[src/rtl/dma_writer_pkg.sv]
// Shared types and default sizes for the DMA writer slice.
// Holds the FSM state encoding and a counter-width helper.
package dma_writer_pkg;

    localparam int WIDTH_DEF     = 32;
    localparam int ADDR_W_DEF    = 16;
    localparam int LEN_W_DEF     = 16;
    localparam int BURST_LEN_DEF = 4;

    typedef enum logic [2:0] {
        IDLE,
        POP,
        CAP,
        WRITE,
        DONE
    } state_t;

    // Width of a 0..n-1 counter, never narrower than one bit.
    function automatic int cnt_w(input int n);
        return (n > 1) ? $clog2(n) : 1;
    endfunction

endpackage

[src/rtl/dma_burst_tracker.sv]
// Address, remaining-word and in-burst beat tracking for dma_writer.
// Ports: clk, rst (async, active-low), load_i/cfg_addr_i/cfg_len_i
// start a transfer, beat_accept_i advances one beat; mem_addr_o is
// the current beat address, mem_last_o flags the last beat of a burst
// (or of the transfer), last_word_o is high when one word remains.
module dma_burst_tracker
    import dma_writer_pkg::*;
#(
    parameter int ADDR_W    = ADDR_W_DEF,
    parameter int LEN_W     = LEN_W_DEF,
    parameter int BURST_LEN = BURST_LEN_DEF
) (
    input  logic              clk,
    input  logic              rst,
    input  logic              load_i,
    input  logic [ADDR_W-1:0] cfg_addr_i,
    input  logic [LEN_W-1:0]  cfg_len_i,
    input  logic              beat_accept_i,
    output logic [ADDR_W-1:0] mem_addr_o,
    output logic              mem_last_o,
    output logic              last_word_o
);

    localparam int CNT_W = cnt_w(BURST_LEN);
    localparam logic [CNT_W-1:0] CNT_MAX = CNT_W'(BURST_LEN - 1);

    logic [ADDR_W-1:0] addr_q, addr_d;
    logic [LEN_W-1:0]  rem_q, rem_d;
    logic [CNT_W-1:0]  cnt_q, cnt_d;

    assign last_word_o = (rem_q == LEN_W'(1));
    assign mem_last_o  = (cnt_q == CNT_MAX) || last_word_o;
    assign mem_addr_o  = addr_q;

    always_comb begin
        addr_d = addr_q;
        rem_d  = rem_q;
        cnt_d  = cnt_q;
        if (load_i) begin
            addr_d = cfg_addr_i;
            rem_d  = cfg_len_i;
            cnt_d  = '0;
        end else if (beat_accept_i) begin
            // Address wraps naturally at the register width.
            addr_d = addr_q + ADDR_W'(1);
            rem_d  = rem_q - LEN_W'(1);
            cnt_d  = mem_last_o ? '0 : cnt_q + CNT_W'(1);
        end
    end

    always_ff @(posedge clk or negedge rst) begin
        if (!rst) begin
            addr_q <= '0;
            rem_q  <= '0;
            cnt_q  <= '0;
        end else begin
            addr_q <= addr_d;
            rem_q  <= rem_d;
            cnt_q  <= cnt_d;
        end
    end

endmodule

[src/rtl/dma_writer.sv]
// FIFO-to-memory burst writer: pops parsed words and writes them to a
// contiguous word-addressed region, one transfer per start pulse.
// Ports: clk, rst (async, active-low); start/cfg_addr/cfg_len launch a
// transfer; busy/done report status; fifo_rd_en/fifo_rdata/fifo_empty
// drain the FIFO; mem_valid/mem_ready/mem_addr/mem_wdata/mem_last form
// the write beat interface; csum is the XOR checksum of written data.
// Build option: define DMA_WRITER_CSUM_EN to build the checksum,
// otherwise csum is tied to zero.
module dma_writer
    import dma_writer_pkg::*;
#(
    parameter int WIDTH     = WIDTH_DEF,
    parameter int ADDR_W    = ADDR_W_DEF,
    parameter int LEN_W     = LEN_W_DEF,
    parameter int BURST_LEN = BURST_LEN_DEF
) (
    input  logic              clk,
    input  logic              rst,
    input  logic              start,
    input  logic [ADDR_W-1:0] cfg_addr,
    input  logic [LEN_W-1:0]  cfg_len,
    output logic              busy,
    output logic              done,
    output logic              fifo_rd_en,
    input  logic [WIDTH-1:0]  fifo_rdata,
    input  logic              fifo_empty,
    output logic              mem_valid,
    input  logic              mem_ready,
    output logic [ADDR_W-1:0] mem_addr,
    output logic [WIDTH-1:0]  mem_wdata,
    output logic              mem_last,
    output logic [WIDTH-1:0]  csum
);

    state_t            state_q;
    logic              busy_q;
    logic              done_q;
    logic              valid_q;
    logic [WIDTH-1:0]  wdata_q;

    logic              start_ok;
    logic              load;
    logic              beat_accept;
    logic              last_raw;
    logic              last_word;

    // start only counts while idle; a zero length skips the FIFO.
    assign start_ok    = (state_q == IDLE) && start;
    assign load        = start_ok && (cfg_len != '0);
    assign beat_accept = valid_q && mem_ready;

    // Pop request is combinational so it never fires on an empty FIFO.
    assign fifo_rd_en = (state_q == POP) && !fifo_empty;

    dma_burst_tracker #(
        .ADDR_W    (ADDR_W),
        .LEN_W     (LEN_W),
        .BURST_LEN (BURST_LEN)
    ) u_trk (
        .clk           (clk),
        .rst           (rst),
        .load_i        (load),
        .cfg_addr_i    (cfg_addr),
        .cfg_len_i     (cfg_len),
        .beat_accept_i (beat_accept),
        .mem_addr_o    (mem_addr),
        .mem_last_o    (last_raw),
        .last_word_o   (last_word)
    );

    assign busy      = busy_q;
    assign done      = done_q;
    assign mem_valid = valid_q;
    assign mem_wdata = wdata_q;
    // Qualified so the flag stays low outside a live beat.
    assign mem_last  = valid_q && last_raw;

    always_ff @(posedge clk or negedge rst) begin
        if (!rst) begin
            state_q <= IDLE;
            busy_q  <= 1'b0;
            done_q  <= 1'b0;
            valid_q <= 1'b0;
            wdata_q <= '0;
        end else begin
            done_q <= 1'b0;
            unique case (state_q)
                IDLE: begin
                    if (start_ok) begin
                        if (load) begin
                            state_q <= POP;
                            busy_q  <= 1'b1;
                        end else begin
                            state_q <= DONE;
                            done_q  <= 1'b1;
                        end
                    end
                end
                POP: begin
                    if (fifo_rd_en) begin
                        state_q <= CAP;
                    end
                end
                CAP: begin
                    wdata_q <= fifo_rdata;
                    valid_q <= 1'b1;
                    state_q <= WRITE;
                end
                WRITE: begin
                    if (beat_accept) begin
                        valid_q <= 1'b0;
                        if (last_word) begin
                            state_q <= DONE;
                            busy_q  <= 1'b0;
                            done_q  <= 1'b1;
                        end else begin
                            state_q <= POP;
                        end
                    end
                end
                DONE: begin
                    state_q <= IDLE;
                end
                default: begin
                    state_q <= IDLE;
                    busy_q  <= 1'b0;
                    valid_q <= 1'b0;
                end
            endcase
        end
    end

`ifdef DMA_WRITER_CSUM_EN
    logic [WIDTH-1:0] csum_q, csum_d;

    always_comb begin
        csum_d = csum_q;
        if (start_ok) begin
            csum_d = '0;
        end else if (beat_accept) begin
            csum_d = csum_q ^ wdata_q;
        end
    end

    always_ff @(posedge clk or negedge rst) begin
        if (!rst) begin
            csum_q <= '0;
        end else begin
            csum_q <= csum_d;
        end
    end

    assign csum = csum_q;
`else
    assign csum = '0;
`endif

endmodule

[config.mk]
export PLATFORM = sky130hd
export DESIGN_NAME = dma_writer
export DESIGN_NICKNAME = d
export VERILOG_FILES = /design/src/rtl/dma_writer_pkg.sv /design/src/rtl/dma_burst_tracker.sv /design/src/rtl/dma_writer.sv
export SDC_FILE = /design/constraint.sdc
export NUM_CORES = 1
export LEC_CHECK = 0
export BUFFER_PORTS_ARGS = -buffer_cell sky130_fd_sc_hd__buf_4
export CAP_MARGIN = 20
export CORE_UTILIZATION = 53
export CTS_CLUSTER_SIZE = 16
export DETAILED_ROUTE_END_ITERATION = 8
export PLACE_DENSITY = 0.86
export SETUP_SLACK_MARGIN = 0.2
export SYNTH_ARGS = -nofsm -noshare
export SYNTH_HDL_FRONTEND = slang
export SYNTH_SLANG_ARGS = --single-unit
[constraint.sdc]
create_clock -name clk -period 3.3 [get_ports clk]
set_input_delay 0.495 -clock clk [delete_from_list [all_inputs] [get_ports clk]]
set_output_delay 0.495 -clock clk [all_outputs]
set_load 0.05 [all_outputs]
# Word-level counts from Yosys, hierarchy flattened
# Index checks and enable logic that the tools add are counted.
dict set report totals {
  mem_count 0
  mem_bits_rw 0
  latchBits 0
  mem_bits_ro 0
  register_bits 72
}
dict set report classes {
  add_sub_neg 3
  order_cmp 0
  n_eq_ne 11
  bitwise_logic 2
  muxes 25
  reduce_logical 15
  n_div 0
  n_shift 0
  mul 0
}
# operator count
set ops {}
lappend ops {{16-bit 2-to-1 mux} 4}
lappend ops {{16-bit by 1-bit adder with 16-bit output, second input constant} 1}
lappend ops {{16-bit by 1-bit == test with 1-bit output, second input constant} 1}
lappend ops {{16-bit nonzero test} 1}
lappend ops {{16-bit by 1-bit subtractor with 16-bit output, second input constant} 1}
lappend ops {{3-bit 2-to-1 mux} 5}
lappend ops {{3-bit one-hot mux with 4 select lines} 1}
lappend ops {{1-bit 2-to-1 mux} 9}
lappend ops {{2-bit != test, second input constant} 4}
lappend ops {{3-bit by 2-bit == test with 1-bit output, second input constant} 2}
lappend ops {{2-bit 2-to-1 mux} 3}
lappend ops {{1-bit one-hot mux with 3 select lines} 2}
lappend ops {{3-bit OR reduction} 2}
lappend ops {{1-bit logical AND} 5}
lappend ops {{5-bit AND reduction} 1}
lappend ops {{3-bit by 1-bit == test with 1-bit output, second input constant} 1}
lappend ops {{3-bit == test, second input constant} 1}
lappend ops {{3-bit logical NOT} 1}
lappend ops {{3-bit AND reduction} 1}
lappend ops {{2-bit by 1-bit adder with 2-bit output, second input constant} 1}
lappend ops {{2-bit == test, second input constant} 1}
lappend ops {{2-bit by 1-bit != test with 1-bit output, second input constant} 1}
lappend ops {{1-bit inverter} 2}
lappend ops {{1-bit one-hot mux with 2 select lines} 1}
lappend ops {{other kinds (4)} 4}

# Logic depth before layout (Yosys ltp)
dict set report logic_depth {
  depth_word 6
  mapped_depth 7
}

# Cells and area by module
# Synthesis repeated with hierarchy kept, for this count alone.
dict set report unflattened {
  hier_cells 354
  hier_area_um2 3860.0
}
# module area_per_inst_um2 instances cells_each seq_area_each_um2
set modules_own_cells {}
lappend modules_own_cells {dma_writer 1945.6 1 141 950.9}
lappend modules_own_cells {dma_burst_tracker 1914.3 1 213 850.8}

# Worst setup path before layout
# OpenSTA, ideal clock, no wires.
dict set report synth_timing {
  kind {register to output}
  from {register state_q[1]}
  to {output fifo_rd_en}
  slack_ns 1.188
  arrival_ns 1.617
  stages_incl_launch_ff 4
  path_cell_list {dfrtp_1 > buf_2 > or3b_2 > nor2_1}
}
dict set report synth_via {
  elab_chain_cells 2
}
# element line_no
set synth_rtl {}
lappend synth_rtl {{from (decl)} dma_writer.sv:35} ;# state_t state_q;
lappend synth_rtl {{from (signal assigned)} dma_writer.sv:80} ;# state_q <= IDLE;
lappend synth_rtl {{from (signal assigned)} dma_writer.sv:91} ;# state_q <= POP;
lappend synth_rtl {{from (signal assigned)} dma_writer.sv:94} ;# state_q <= DONE;
lappend synth_rtl {{3-bit by 1-bit == test with 1-bit output} dma_writer.sv:53} ;# assign fifo_rd_en = (state_q == POP) && !fifo_empty;
lappend synth_rtl {{1-bit logical AND} dma_writer.sv:53}
lappend synth_rtl {{to (decl)} dma_writer.sv:24} ;# output logic fifo_rd_en,
# Every way passes these cells.

# Worst setup path in the final report
dict set report layout_timing {
  from {register u_trk.rem_q[2]}
  to {output mem_last}
}
dict set report layout_via {
  elab_chain_cells 3
}
# element line_no
set layout_rtl {}
lappend layout_rtl {{from (decl)} dma_burst_tracker.sv:28} ;# logic [LEN_W-1:0] rem_q, rem_d;
lappend layout_rtl {{from (signal assigned)} dma_burst_tracker.sv:58} ;# rem_q <= rem_d;
lappend layout_rtl {{16-bit by 1-bit == test with 1-bit output} dma_burst_tracker.sv:31} ;# assign last_word_o = (rem_q == LEN_W'(1));
lappend layout_rtl {{1-bit logical OR} dma_burst_tracker.sv:32} ;# assign mem_last_o = (cnt_q == CNT_MAX) || last_word_o;
lappend layout_rtl {{1-bit logical AND} dma_writer.sv:76} ;# assign mem_last = valid_q && last_raw;
lappend layout_rtl {{to (decl)} dma_writer.sv:31} ;# output logic mem_last,
# Every way passes these cells.

==> metrics <==
outcome finished clean; row cnt 30; Async S/R FF share, synth 100%; post-synth top area share 46.7%; Clock Skews 8.29 ps; clk_lat worst skew 340 ps; number of port buffers 121; post-synthesis mux area share 12.4%; Die Y 87.3 um; compound-gate portion of the synthesized area 7.82%; Setup crit end kind output pin; Inserted Clock Buffers 9; maximum operating frequency 0.431 GHz; Synth area leaders dfrtp_1 (47%), mux2_2 (11%), buf_4 (6.4%); vias in the first global route 3,077; first-pass GRT wire length 14,500 um; first-pass iteration count of the detailed router 4; syn avg cell area 10.9 um^2; # diodes 0; Worst EP required 2800 ps; EDFF count, synth 0; CTS sink count 72; final setup vio count 0; Worst Tran Pin Value 893 ps; cell types with the highest counts after synthesis dfrtp_1 (72), mux2_2 (39), buf_4 (33); Clock transition at path regs 70 ps; Mapped Cells 353; fin crit share 70.3%; CTS Buffer Depth 2; Slew headroom 40.5%; DR DRC count 0; met2 routed WL 4460 um; area of the multi-input gates 0.00182 mm^2; Resize count post-CTS 0; most frequent cell after synthesis dfrtp_1; Fin Hold WS 289 ps; Synth Area in Simple Gates 17.3%; met3 wire length 687 um; Die W 87.3 um; met1 wire length 3700 um; Highest Signal Layer met4; Routed WL 8950 um; xor/xnor cell area share of the yosys netlist 5.23%; post-synthesis sequential area ratio 46.7%; P_leak 2.15 nW; power density over the cells 1060 mW/mm^2; Period minus WS final 2320 ps; antenna violation net count after detailed routing 0; register bit total from synthesis 72; post-synth cell types 56; RSZ-0062 raised after global routing false; Main synth FF type dfrtp_1; post-synthesis adder-cell area fraction 1.30%; Die ar. 0.00762 mm^2; Initial DRC Count 119; Final Net Count 546; CP Class flip-flop to output pin; Register Area 0.00180 mm^2; VDD IR-drop max 659 uV; Max Slew Vio Count 0; hold buffers post-CTS 0; combinational family with the most area after synthesis simple AND/OR/NAND/NOR gates; number of vias per cell 5.40; root buf cell clkbuf_8; Yosys Warn Count 0; final hold viol count 0; Core Area 0.00691 mm^2; Netlist Area Pre-Place 0.00385 mm^2; critical path fanouts, max 9; Max Cap Viol 0; CTS tree done; final RePlAce weighted congestion 0.925; Initial Utilization 55.8%; worst endpoint data arrival time 1830 ps; DP Wirelength 6610 um; critical path startpoint category flip-flop; WL/cell 15.6 um; Setup TNS 0 ps; Synth-to-Final Area Change 26.6%; grt ovf 0; Hold WC Path Type input port to asynchronous set/reset pin; via count 3,097; Setup Buffers After CTS 0; largest net degree at the start of global routing 73; IO Pins 154; Layout fillers 526; dpl cells 558; post-synth top area cell dfrtp_1; initial antenna violation count 0; htree depth 3; GRT Total Usage 24.7%; layout cell share with drive strength beyond 1 42.3%; Finished Layout Cells 573
## registers in the layout, summed over array words and instances, names as in the netlist
name / flops
mem_wdata: 32
u_trk.mem_addr_o: 16
u_trk.rem_q: 16
state_q: 3
u_trk.cnt_q: 2
busy: 1
done: 1
mem_valid: 1
## cell usage in the layout (no fill, tap or decap), drive strengths merged, types with 2 or more instances in the layout
cell type,n
a21oi,5
a2bb2oi,2
a31oi,6
and3,2
buf,125
clkbuf,10
clkinv,3
clkinvlp,2
conb,32
dfrtp,72
ha,4
inv,8
mux2,41
nand2,16
nand3,24
nand3b,2
nand4,10
nor2,13
nor3,15
nor3b,2
nor4,11
o21ai,25
or2,2
or4,4
xnor2,22
## metal layers
metal / track usage, % / vias up
met4: 8.64 / 0
met5: 0 / -
met2: 41.8 / 155
met3: 4.45 / 10
li1: - / 1445
met1: 31.9 / 1487
## final timing paths
check | startpoint | end | slack [ps] | depth (start not counted)
worst min-delay path | rst | u_trk.mem_addr_o[6] | 290 | 1
min in group clk | cfg_addr[7] | u_trk.mem_addr_o[7] | 380 | 3
worst min register to register | mem_wdata[12] | mem_wdata[12] | 510 | 1
worst max-delay path | u_trk.rem_q[2] | mem_last | 980 | 5
max in group asynchronous | rst | mem_wdata[13] | 2440 | 1
worst max register to register | mem_valid | u_trk.mem_addr_o[13] | 1240 | 4
## cell type report
type,instances,area share (%)
Timing Repair Buffer,125,19.2
Sequential cell,72,36.9
Multi-Input combinational cell,257,37.3
Tap cell,96,2.46
Clock inverter,5,0.692
Clock buffer,10,2.82
Inverter,8,0.615
## logic make-up after synthesis
kind of cell	count (synthesis)
AOI/OAI and AO/OA	48
and+or+nand+nor	108
muxes	42
adders and majority gates	4
DFF	72
xor gates and xnor gates	23
buffers and inverters	55
other	1
## worst max-delay path: stages, from the launching register on
cell     delay [ps]
dfrtp_1         440
nor2_2          360
nand2_1         220
nor2_1          130
o21a_1          130
buf_4           200
## per-stage QoR
stage | power [mW] | worst slack [ps] | util, % | instance area, um^2
global placement | 4.49 | 1200 | 68.2 | 4710
global route | 5.44 | 839 | 70.7 | 4880
CTS | 5.19 | 961 | 70.7 | 4880
detailed placement | 4.57 | 1140 | 68.2 | 4710
floorplan | 3.76 | 1190 | - | 3970
finish | 5.16 | 979 | 70.7 | 4880
## power breakdown
part / switching [mW] / total, mW / internal [mW]
logic: 1.80 / 2.82 / 1.02
registers: 0.420 / 1.74 / 1.32
clock network: 0.314 / 0.602 / 0.287
total: 2.53 / 5.16 / 2.62
Note: power is estimated with default switching activity, not from simulation.
